**config.mk**
```make
export PLATFORM = sky130hd
export DESIGN_NAME = lookupflow
export DESIGN_NICKNAME = d
export VERILOG_FILES = /design/src/rtl/lookupflow_pkg.sv /design/src/rtl/lookupflow_entry_cmp.sv /design/src/rtl/lookupflow.sv
export SDC_FILE = /design/constraint.sdc
export NUM_CORES = 1
export LEC_CHECK = 0
export CAP_MARGIN = 20
export CORE_AREA = 2 2 97 99
export DETAILED_ROUTE_END_ITERATION = 8
export DIE_AREA = 0 0 99 101
export GPL_TIMING_DRIVEN = 0
export PLACE_DENSITY = 0.77
export SKIP_CTS_REPAIR_TIMING = 1
export SYNTH_ARGS = -nofsm -noshare
export SYNTH_HDL_FRONTEND = slang
export SYNTH_SLANG_ARGS = --single-unit
export TNS_END_PERCENT = 5
```
**constraint.sdc**
```tcl
create_clock -name sys_clk -period 1.7 [get_ports sys_clk]
set_clock_uncertainty 0.2 [all_clocks]
set_input_delay 0.255 -clock sys_clk [delete_from_list [all_inputs] [get_ports sys_clk]]
set_output_delay 0.255 -clock sys_clk [all_outputs]
set_load 0.05 [all_outputs]
```
**src/rtl/lookupflow_pkg.sv**
```systemverilog
// Shared definitions for the flow-table lookup engine: header tuple layout,
// table entry type and the fixed reset-time flow table.
package lookupflow_pkg;

    localparam int TUPLE_W      = 243;
    localparam int IN_PORT_LSB  = 239;
    localparam int IN_PORT_W    = 4;
    localparam int DL_DST_LSB   = 191;
    localparam int DL_SRC_LSB   = 143;
    localparam int DL_TYPE_LSB  = 127;
    localparam int VLAN_ID_LSB  = 115;
    localparam int VLAN_PCP_LSB = 112;
    localparam int NW_SRC_LSB   = 80;
    localparam int NW_DST_LSB   = 48;
    localparam int NW_DST_W     = 32;
    localparam int NW_PROTO_LSB = 40;
    localparam int NW_TOS_LSB   = 32;
    localparam int TP_SRC_LSB   = 16;
    localparam int TP_DST_LSB   = 0;

    localparam int TABLE_DEPTH  = 8;
    localparam int PORT_W       = 4;

    typedef struct packed {
        logic                valid;
        logic [NW_DST_W-1:0] key;
        logic [NW_DST_W-1:0] mask;
        logic [PORT_W-1:0]   ports;
    } entry_t;

    localparam entry_t [TABLE_DEPTH-1:0] DEFAULT_TABLE = '{
        7: '{1'b0, 32'h0000_0000, 32'hFFFF_FFFF, 4'b0000},
        6: '{1'b0, 32'h0000_0000, 32'hFFFF_FFFF, 4'b0000},
        5: '{1'b0, 32'h0000_0000, 32'hFFFF_FFFF, 4'b0000},
        4: '{1'b0, 32'h0000_0000, 32'hFFFF_FFFF, 4'b0000},
        3: '{1'b1, 32'h0A00_0004, 32'hFFFF_FFFF, 4'b1000},
        2: '{1'b1, 32'h0A00_0003, 32'hFFFF_FFFF, 4'b0100},
        1: '{1'b1, 32'h0A00_0002, 32'hFFFF_FFFF, 4'b0010},
        0: '{1'b1, 32'h0A00_0001, 32'hFFFF_FFFF, 4'b0001}
    };

endpackage

```
**src/rtl/lookupflow_entry_cmp.sv**
```systemverilog
// Masked compare of the lookup key against a single flow-table entry.
module lookupflow_entry_cmp
    import lookupflow_pkg::*;
(
    input  logic                ent_valid,
    input  logic [NW_DST_W-1:0] ent_key,
    input  logic [NW_DST_W-1:0] ent_mask,
    input  logic [NW_DST_W-1:0] key,
    output logic                hit
);

    assign hit = ent_valid && (((key ^ ent_key) & ent_mask) == '0);

endmodule

```
**src/rtl/lookupflow.sv**
```systemverilog
// Three-register lookup pipeline: capture key, parallel compare, priority select.
// Optional LOOKUPFLOW_FLOOD_ON_MISS_EN floods a miss to all ports except in_port.
module lookupflow
    import lookupflow_pkg::*;
#(
    parameter int NPORT = 4
) (
    input  logic               sys_clk,
    input  logic               sys_rst,
    input  logic               of_lookup_req,
    input  logic [TUPLE_W-1:0] of_lookup_data,
    output logic               of_lookup_ack,
    output logic               of_lookup_err,
    output logic [PORT_W-1:0]  of_lookup_fwd_port
);

    localparam logic [PORT_W-1:0] PORTMASK = PORT_W'((1 << NPORT) - 1);

    logic [1:0]             vld_pipe;
    logic [NW_DST_W-1:0]    key_q;
    logic [TABLE_DEPTH-1:0] hit;
    logic [TABLE_DEPTH-1:0] hit_q;
    logic                   any_hit;
    logic [PORT_W-1:0]      sel_ports;
    logic [PORT_W-1:0]      miss_ports;
    logic                   miss_err;

`ifdef LOOKUPFLOW_FLOOD_ON_MISS_EN
    logic [IN_PORT_W-1:0] in_port_q;
    logic [IN_PORT_W-1:0] in_port_q2;
    logic                 unused_fields;
    assign unused_fields = ^{of_lookup_data[238:80], of_lookup_data[47:0]};
`else
    logic unused_fields;
    assign unused_fields = ^{of_lookup_data[242:80], of_lookup_data[47:0]};
`endif

    // Stage 1: capture key only when a request is presented
    always_ff @(posedge sys_clk or negedge sys_rst) begin
        if (!sys_rst) begin
            vld_pipe[0] <= 1'b0;
            key_q       <= '0;
        end else begin
            vld_pipe[0] <= of_lookup_req;
            if (of_lookup_req) key_q <= of_lookup_data[NW_DST_LSB +: NW_DST_W];
        end
    end

    for (genvar i = 0; i < TABLE_DEPTH; i++) begin : g_cmp
        lookupflow_entry_cmp u_cmp (
            .ent_valid (DEFAULT_TABLE[i].valid),
            .ent_key   (DEFAULT_TABLE[i].key),
            .ent_mask  (DEFAULT_TABLE[i].mask),
            .key       (key_q),
            .hit       (hit[i])
        );
    end

    // Stage 2: register per-entry hit bits
    always_ff @(posedge sys_clk or negedge sys_rst) begin
        if (!sys_rst) begin
            vld_pipe[1] <= 1'b0;
            hit_q       <= '0;
        end else begin
            vld_pipe[1] <= vld_pipe[0];
            hit_q       <= hit;
        end
    end

`ifdef LOOKUPFLOW_FLOOD_ON_MISS_EN
    always_ff @(posedge sys_clk or negedge sys_rst) begin
        if (!sys_rst) begin
            in_port_q  <= '0;
            in_port_q2 <= '0;
        end else begin
            if (of_lookup_req) in_port_q <= of_lookup_data[IN_PORT_LSB +: IN_PORT_W];
            in_port_q2 <= in_port_q;
        end
    end
    // Out-of-range in_port shifts outside the mask, so it floods everywhere
    assign miss_ports = PORTMASK & ~(PORT_W'(1) << in_port_q2);
    assign miss_err   = 1'b0;
`else
    assign miss_ports = '0;
    assign miss_err   = 1'b1;
`endif

    // Walk from the top so the lowest hitting index is the one left standing
    always_comb begin
        any_hit   = 1'b0;
        sel_ports = '0;
        for (int i = TABLE_DEPTH - 1; i >= 0; i--) begin
            if (hit_q[i]) begin
                any_hit   = 1'b1;
                sel_ports = DEFAULT_TABLE[i].ports;
            end
        end
    end

    always_ff @(posedge sys_clk or negedge sys_rst) begin
        if (!sys_rst) begin
            of_lookup_ack      <= 1'b0;
            of_lookup_err      <= 1'b0;
            of_lookup_fwd_port <= '0;
        end else begin
            of_lookup_ack <= vld_pipe[1];
            of_lookup_err <= vld_pipe[1] && !any_hit && miss_err;
            if (vld_pipe[1])
                of_lookup_fwd_port <= any_hit ? (sel_ports & PORTMASK) : miss_ports;
        end
    end

endmodule

```
==> results of run 1 <==
power breakdown:
part	internal, uW	switching [uW]	leakage, uW
clock	443	371	0.0000548
sequential	1130	52.3	0.000533
combinational	159	84.2	0.000441
layout make-up:
type	count	area, um2
fill	914	6580
sequential	44	1100
multi-input combinational	61	569
timing repair buffer	42	440
tap	111	139
clock buffer	5	68.8
clock inverter	3	46.3
buffer	4	21.3
inverter	3	11.3
worst max path at each step:
stage,slack [ns],depth (start not counted),end
global route,-0.06,3,hit_q[5]
detailed placement,-0.26,4,key_q[6]
finish,0.07,4,key_q[26]
global placement,-0.94,1,of_lookup_err
CTS,-0.27,1,of_lookup_fwd_port[2]
floorplan,0.36,3,hit_q[4]
metrics by stage:
step / instance area, um2 / std cells
6_report: 2400 / 273
5_1_grt: 2400 / 273
4_1_cts: 2350 / 272
3_5_place_dp: 2240 / 264
3_3_place_gp: 2220 / 263
2_1_floorplan: 1690 / 112
per-layer routing:
metal  global-route usage  wire (um)  up-vias  part of all wire
met1               0.0788       1280      526              0.39
li1                     -          -      498                 -
met2                0.112       1540       36              0.47
met5                    0          0        -                 0
met4               0.0306         29        0            0.0088
met3               0.0506        430        4              0.13
placed cells by master, fill, tap and decap left out, drive strengths merged:
cell type / Yosys / layout
nor2: 3 / 3
nand4: 1 / 1
nor3: 1 / 1
and4bb: 1 / 1
nor4: 9 / 9
nand3: 2 / 2
clkinvlp: 0 / 1
mux2: 33 / 33
dfrtp: 44 / 44
inv: 3 / 4
dlygate4sd3: 0 / 1
dlymetal6s2s: 0 / 6
clkdlybuf4s50: 0 / 33
or3: 1 / 1
clkbuf: 1 / 7
nand2: 3 / 3
bufinv: 0 / 1
o32ai: 1 / 1
nand3b: 2 / 2
o21ai: 2 / 2
or3b: 1 / 1
buf: 3 / 4
and3b: 1 / 1
logic make-up after synthesis:
family / count (synthesis) / synth area share
AO/OA/AOI/OAI: 3 / 0.0111
multiplexers: 33 / 0.220
AND/OR/NAND/NOR: 25 / 0.0972
buffers and inverters: 7 / 0.0178
flip-flops: 44 / 0.653
worst max-delay path, stage by stage:
cell             delay [ns]
clkdlybuf4s50_1        0.49
clkbuf_1               0.20
buf_2                  0.29
mux2_2                 0.37
state kept, by name, summed over array words and instances (netlist names):
| register | flops |
|---|---|
| of_lookup_fwd_port | 4 |
| vld_pipe | 2 |
| of_lookup_ack | 1 |
| of_lookup_err | 1 |
| key_q | 32 |
| hit_q | 4 |
==> impl_metrics.env, run 1 <==
export IMPL_async_reset_ff_frac=1.00
export IMPL_vias=1064
export IMPL_io_pins=252
export IMPL_synth_area_leader_cell="dfrtp_1"
export IMPL_status="complete, no violations"
export IMPL_antennaDiodeCount=0
export IMPL_grt_usage=0.0732
export IMPL_tns_ns=0
export IMPL_r2r_cells=3
export IMPL_grt_pass1_vias=1210
export IMPL_synth_fp_nets=358
export IMPL_crit_type="in2reg"
export IMPL_gp_congestion=0.736
export IMPL_fin_util=0.267
export IMPL_io_buffers=40
export IMPL_grt_pass1_wl_um=5640
export IMPL_synth_edff_count=0
export IMPL_drtIter0Drc=22
export IMPL_synthesis_area_um2=1690
export IMPL_num_rows=35
export IMPL_wl_um=3280
export IMPL_core_um2=8980
export IMPL_die_area_um2=10000
export IMPL_start_util=0.188
export IMPL_final_period_minus_worst_setup_slack_ns=1.63
export IMPL_ant_nets=0
export IMPL_clock_latency_ns=0.30
export IMPL_syn_inst=112
export IMPL_synth_cell_types=20
export IMPL_final_nets=407
export IMPL_ys_flop_type="dfrtp_1"
export IMPL_max_slew_margin=0.627
export IMPL_hold_start="vld_pipe[0]"
export IMPL_ys_seq_elements=44
export IMPL_yosys_top_cells_count="dfrtp_1, mux2_2, nor4_1"
export IMPL_yosysMostFrequentCell="dfrtp_1"
export IMPL_hold_path_class="reg2reg"
export IMPL_drv_slew=0
export IMPL_peakVddDrop_mv=0.477
export IMPL_rsz0062_at_grt="true"
export IMPL_worst_hold_slack_ns=0.164
export IMPL_avgSynthCellArea_um2=15.0
export IMPL_p_per_area_nw_per_um2=933
export IMPL_grt_remaining_overflow=0
export IMPL_finalWorstSetupSlack_ns=0.0698
export IMPL_worst_pin_slew_ns=0.559
export IMPL_post_route_period_util=0.959
export IMPL_area_delta_synth_final_pct=42.2
export IMPL_synthTopCellsByArea="dfrtp_1, mux2_2, nor4_1, nor4_2, mux2_1"
export IMPL_synth_top_area_share=0.653
export IMPL_max_freq_mhz=613
export IMPL_htree_levels=2
export IMPL_startpoint_type="input port"
export IMPL_die_h_um=101
export IMPL_dieWidth_um=99
export IMPL_drive_above_1_share=0.302
export IMPL_cts_path_max_buffers=2
export IMPL_critPathCaptureType="flip-flop"
export IMPL_place_worst_setup_slack_ns=-0.263
export IMPL_hold_violations=0
export IMPL_grt_max_degree=31
export IMPL_fin_total_pwr_uw=2240
export IMPL_clkSinkCount=44
export IMPL_whs_path_depth=0
export IMPL_yosysSeqAreaShare=0.653
export IMPL_setup_viol=0
export IMPL_r2r_end="hit_q[4]"
export IMPL_cp_required_ns=1.68
export IMPL_synth_warnings=0
export IMPL_root_buffer="clkbuf_8"
export IMPL_drc=0
export IMPL_antenna_found_initial=0
export IMPL_crit_start="of_lookup_req"
export IMPL_drt_pre_antenna_iters=2
export IMPL_hold_end="vld_pipe[1]"
export IMPL_cts_tree="built"
export IMPL_path_clk_slew_ns=0.08
export IMPL_r2r_slack_ns=0.10
export IMPL_dp_hpwl_um=2610
export IMPL_maxCapViolations=0
export IMPL_cts_buffers=5
export IMPL_viasPerCell=3.90
export IMPL_crit_fanout=10
export IMPL_cellLeakagePower_uw=0.00103
export IMPL_detail_route_wl_per_cell_um=12.0
export IMPL_r2r_start="key_q[21]"
export IMPL_crit_arrival_ns=1.61
Power figures use the tool's default switching activity.
==> run 2, diff against run 1 <==
CORE_AREA = 2 2 99 101   (was 2 2 97 99)
CTS_CLUSTER_SIZE = 40   (was not set)
DIE_AREA = 0 0 101 103   (was 0 0 99 101)
PLACE_DENSITY = 0.75   (was 0.77)
clock period = 2.1 ns   (was 1.7 ns; I/O delays follow)
==> impl_metrics.env, run 2 (synthesis gave the netlist of run 1 again) <==
export IMPL_status="complete, no violations"
export IMPL_start_util=0.178
export IMPL_stdcell_area_um2=2370
export IMPL_startpoint_type="flip-flop"
export IMPL_critPathCaptureType="primary output"
export IMPL_clockPowerShare=0.365
export IMPL_root_buffer="clkbuf_8"
export IMPL_p_per_area_nw_per_um2=764
export IMPL_hold_violations=0
export IMPL_cts_path_max_buffers=2
export IMPL_top_regs="key_q: 32 flops, hit_q: 4 flops, of_lookup_fwd_port: 4 flops"
export IMPL_grt_remaining_overflow=0
export IMPL_dieWidth_um=101
export IMPL_drc=0
export IMPL_wl_um=3380
export IMPL_gp_congestion=0.733
export IMPL_max_slew_margin=0.617
export IMPL_cts_buffers=5
export IMPL_p_int_uw=1400
export IMPL_worst_pin_slew_ns=0.572
export IMPL_die_area_um2=10400
export IMPL_layout_common_cells="dfrtp_1, clkdlybuf4s50_1, mux2_2"
export IMPL_cp_top_family="buffers and inverters"
export IMPL_vias=1065
export IMPL_area_delta_synth_final_pct=40.5
export IMPL_p_seq_frac=0.527
export IMPL_largest_reg_flops=32
export IMPL_htree_levels=2
export IMPL_antennaDiodeCount=0
export IMPL_grt_usage=0.0682
export IMPL_crit_arrival_ns=1.49
export IMPL_regMostFlops="key_q"
export IMPL_cp_required_ns=1.58
export IMPL_num_rows=36
export IMPL_grt_max_degree=29
export IMPL_max_freq_mhz=498
export IMPL_final_nets=407
export IMPL_critPathSlowestCell="clkdlybuf4s50_1"
export IMPL_drt_pre_antenna_iters=3
export IMPL_clkSinkCount=44
export IMPL_core_um2=9460
export IMPL_post_route_period_util=0.957
export IMPL_grt_pass1_wl_um=5420
export IMPL_drv_slew=0
export IMPL_cts_tree="built"
export IMPL_dpl_instance_area_um2=2240
export IMPL_power_switching_uw=411
export IMPL_io_buffers=40
export IMPL_die_h_um=103
export IMPL_final_common_cell="dfrtp_1"
export IMPL_dp_hpwl_um=2650
export IMPL_critPathBufInv=1
export IMPL_ant_nets=0
export IMPL_hold_path_class="reg2reg"
export IMPL_grt_pass1_vias=1113
export IMPL_crit_fanout=2
export IMPL_drive_above_1_share=0.296
export IMPL_swShare=0.227
export IMPL_detail_route_wl_per_cell_um=12.3
export IMPL_fillCellCount=1003
export IMPL_final_period_minus_worst_setup_slack_ns=2.01
export IMPL_drtIter0Drc=27
export IMPL_clock_latency_ns=0.30
export IMPL_path_clk_slew_ns=0.09
export IMPL_rsz0062_at_grt="false"
export IMPL_setup_viol=0
export IMPL_peakVddDrop_mv=0.283
export IMPL_share_comb_of_total_power=0.108
export IMPL_antenna_found_initial=0
export IMPL_worst_hold_slack_ns=0.160
export IMPL_io_pins=252
export IMPL_viasPerCell=3.86
export IMPL_maxCapViolations=0
export IMPL_cp_slowest_stage_delay_ns=0.85
export IMPL_cellLeakagePower_uw=0.000933
export IMPL_crit_chain="clkdlybuf4s50_1"
export IMPL_crit_type="reg2out"
==> run 2: cell types whose count changed in the layout (fill, tap and decap cells not counted), sizes merged <==
| cell | previous run | this run |
|---|---|---|
| clkdlybuf4s50 | 33 | 39 |
| dlymetal6s2s | 6 | 0 |
| buf | 4 | 5 |
| clkbuf | 7 | 6 |
==> run 2: stage by stage <==
| stage | TNS [ns] | std cells | power, uW | worst slack [ns] | util |
|---|---|---|---|---|---|
| finish | 0 | 276 | 1810 | 0.0913 | 0.250 |
| global route | 0 | 276 | 1900 | 0.0278 | 0.250 |
| CTS | 0 | 275 | 1840 | 0.0762 | 0.249 |
| detailed placement | 0 | 267 | 1170 | 0.0785 | 0.237 |
| global placement | -28.44 | 266 | 1160 | -0.647 | 0.236 |
| floorplan | 0 | 112 | 1050 | 0.742 | - |
==> run 2: area by class of cell <==
type,count,area (um2),share of cell area
inverter,3,11.3,0.00475
clock buffer,5,68.8,0.0291
timing repair buffer,42,425,0.180
multi-input combinational,61,554,0.234
clock inverter,3,46.3,0.0195
tap,114,143,0.0602
sequential,44,1100,0.465
buffer,4,18.8,0.00792
==> run 2: worst paths after layout <==
path	startpoint	endpoint	slack (ns)	depth (start not counted)
setup reg to reg	key_q[8]	hit_q[6]	0.50	3
setup / recovery	of_lookup_fwd_port[2]	of_lookup_fwd_port[2]	0.09	1
max in group asynchronous	sys_rst	of_lookup_fwd_port[2]	0.93	3
hold / removal	vld_pipe[0]	vld_pipe[1]	0.16	0
min in group asynchronous	sys_rst	key_q[16]	0.28	2
hold reg to reg	vld_pipe[0]	vld_pipe[1]	0.16	0
==> run 2: power by group through the flow <==
stage / logic (uW) / clock network [uW] / registers [uW]
floorplan: 89.3 / 0 / 965
global placement: 188 / 0 / 969
detailed placement: 198 / 0 / 973
CTS: 199 / 686 / 955
global route: 213 / 722 / 964
finish: 196 / 660 / 954
==> run 2: per-layer routing <==
| layer | vias to the layer above | share of wire | GRT usage |
|---|---|---|---|
| li1 | 501 | - | - |
| met1 | 530 | 0.41 | 0.0806 |
| met2 | 32 | 0.47 | 0.107 |
| met3 | 2 | 0.11 | 0.0414 |
| met4 | 0 | 0.0056 | 0.0156 |
| met5 | - | 0 | 0 |
==> run 3, diff against run 2 <==
CELL_PAD_IN_SITES_DETAIL_PLACEMENT = 1   (was not set)
CELL_PAD_IN_SITES_GLOBAL_PLACEMENT = 2   (was not set)
CORE_AREA = not set   (was 2 2 99 101)
CORE_ASPECT_RATIO = 0.8   (was not set)
CORE_MARGIN = 2   (was not set)
CORE_UTILIZATION = 12   (was not set)
DIE_AREA = not set   (was 0 0 101 103)
PLACE_DENSITY = 0.95   (was 0.75)
TNS_END_PERCENT = 10   (was 5)
==> impl_metrics.env, run 3 (synthesis gave the netlist of run 1 again) <==
export IMPL_cts_tree="built"
export IMPL_start_util=0.124
export IMPL_io_pins=252
export IMPL_peakVddDrop_mv=0.292
export IMPL_cp_top_family="buffers and inverters"
export IMPL_top_regs="key_q: 32 flops, hit_q: 4 flops, of_lookup_fwd_port: 4 flops"
export IMPL_die_area_um2=15000
export IMPL_layout_common_cells="dfrtp_1, clkdlybuf4s50_1, mux2_2"
export IMPL_final_nets=407
export IMPL_viasPerCell=3.10
export IMPL_final_period_minus_worst_setup_slack_ns=1.96
export IMPL_swShare=0.222
export IMPL_num_rows=38
export IMPL_post_route_period_util=0.932
export IMPL_dp_hpwl_um=3230
export IMPL_drt_pre_antenna_iters=3
export IMPL_fillCellCount=1534
export IMPL_clockPowerShare=0.405
export IMPL_p_per_area_nw_per_um2=781
export IMPL_maxCapViolations=0
export IMPL_dieWidth_um=137
export IMPL_rsz0062_at_grt="false"
export IMPL_vias=1061
export IMPL_hold_path_class="reg2reg"
export IMPL_critPathCaptureType="primary output"
export IMPL_startpoint_type="flip-flop"
export IMPL_path_clk_slew_ns=0.06
export IMPL_antennaDiodeCount=0
export IMPL_ant_nets=0
export IMPL_io_buffers=40
export IMPL_worst_pin_slew_ns=0.510
export IMPL_worst_hold_slack_ns=0.158
export IMPL_cts_path_max_buffers=2
export IMPL_grt_pass1_wl_um=6180
export IMPL_area_delta_synth_final_pct=47.7
export IMPL_core_um2=13600
export IMPL_share_comb_of_total_power=0.104
export IMPL_grt_pass1_vias=1187
export IMPL_power_switching_uw=431
export IMPL_wl_um=4000
export IMPL_setup_viol=0
export IMPL_tns_ns=0
export IMPL_p_seq_frac=0.491
export IMPL_htree_levels=2
export IMPL_crit_type="reg2out"
export IMPL_p_int_uw=1510
export IMPL_gp_congestion=0.658
export IMPL_crit_arrival_ns=1.44
export IMPL_cellLeakagePower_uw=0.000947
export IMPL_clock_latency_ns=0.28
export IMPL_grt_usage=0.0568
export IMPL_regMostFlops="key_q"
export IMPL_largest_reg_flops=32
export IMPL_grt_max_degree=31
export IMPL_drc=0
export IMPL_crit_chain="clkdlybuf4s50_1"
export IMPL_crit_fanout=2
export IMPL_max_slew_margin=0.659
export IMPL_clkSinkCount=44
export IMPL_final_common_cell="dfrtp_1"
export IMPL_drtIter0Drc=19
export IMPL_fin_total_pwr_uw=1950
export IMPL_hold_violations=0
export IMPL_grt_remaining_overflow=0
export IMPL_status="complete, no violations"
export IMPL_cts_buffers=5
export IMPL_detail_route_wl_per_cell_um=11.7
export IMPL_critPathBufInv=1
export IMPL_root_buffer="clkbuf_16"
export IMPL_critPathSlowestCell="clkdlybuf4s50_1"
export IMPL_cp_slowest_stage_delay_ns=0.81
export IMPL_drv_slew=0
export IMPL_cp_required_ns=1.58
export IMPL_max_freq_mhz=511
export IMPL_antenna_found_initial=0
export IMPL_drive_above_1_share=0.296
export IMPL_die_h_um=110
-- run 3: cell count changes in the layout (fill, tap and decap cells not counted) --
cell / delta
clkbuf_8: -4
inv_6: -1
clkinvlp_4: +1
clkbuf_16: +5
bufinv_16: -1
-- run 3: layout make-up --
class	count	area (um2)	share of cell area
clock buffers	6	139	0.0558
plain buffers	4	18.8	0.00754
multi-input cells	61	554	0.223
flip-flops and latches	44	1100	0.442
clock inverters	2	15.0	0.00603
inverters	3	11.3	0.00452
repair buffers	42	425	0.171
well taps	180	225	0.0905
-- run 3: final timing paths --
kind	startpoint	end	slack, ns	depth (start not counted)
worst max-delay path	of_lookup_fwd_port[0]	of_lookup_fwd_port[0]	0.14	1
worst max register to register	key_q[12]	hit_q[7]	0.45	3
min in group asynchronous	sys_rst	key_q[20]	0.28	2
max in group asynchronous	sys_rst	of_lookup_fwd_port[1]	0.94	3
worst min-delay path	vld_pipe[0]	vld_pipe[1]	0.16	0
worst min register to register	vld_pipe[0]	vld_pipe[1]	0.16	0
-- run 3: metal layers --
| metal | vias to the layer above | wire [um] | share of wire | track usage |
|---|---|---|---|---|
| met3 | 2 | 350 | 0.088 | 0.0316 |
| met4 | 0 | 17 | 0.0043 | 0.0112 |
| met2 | 36 | 1760 | 0.44 | 0.0875 |
| met5 | - | 0 | 0 | 0 |
| met1 | 522 | 1870 | 0.47 | 0.0701 |
| li1 | 501 | - | - | - |
-- run 3: per-stage QoR --
stage                     instances   util  cell area (um2)  worst slack (ns)
after global routing            342  0.182             2490            0.0875
after floorplan                 112      -             1690             0.742
after CTS                       341  0.182             2480             0.120
final                           342  0.182             2490             0.143
after detailed placement        333  0.170             2330           -0.0183
after global placement          332  0.169             2310            -0.562
-- run 3: power by group through the flow --
stage                     Combinational [uW]  Sequential (uW)  Clock (uW)
after floorplan                         89.3              965           0
after global placement                   193              966           0
after detailed placement                 206              971           0
after CTS                                207              956         823
after global routing                     221              965         865
final                                    202              955         789
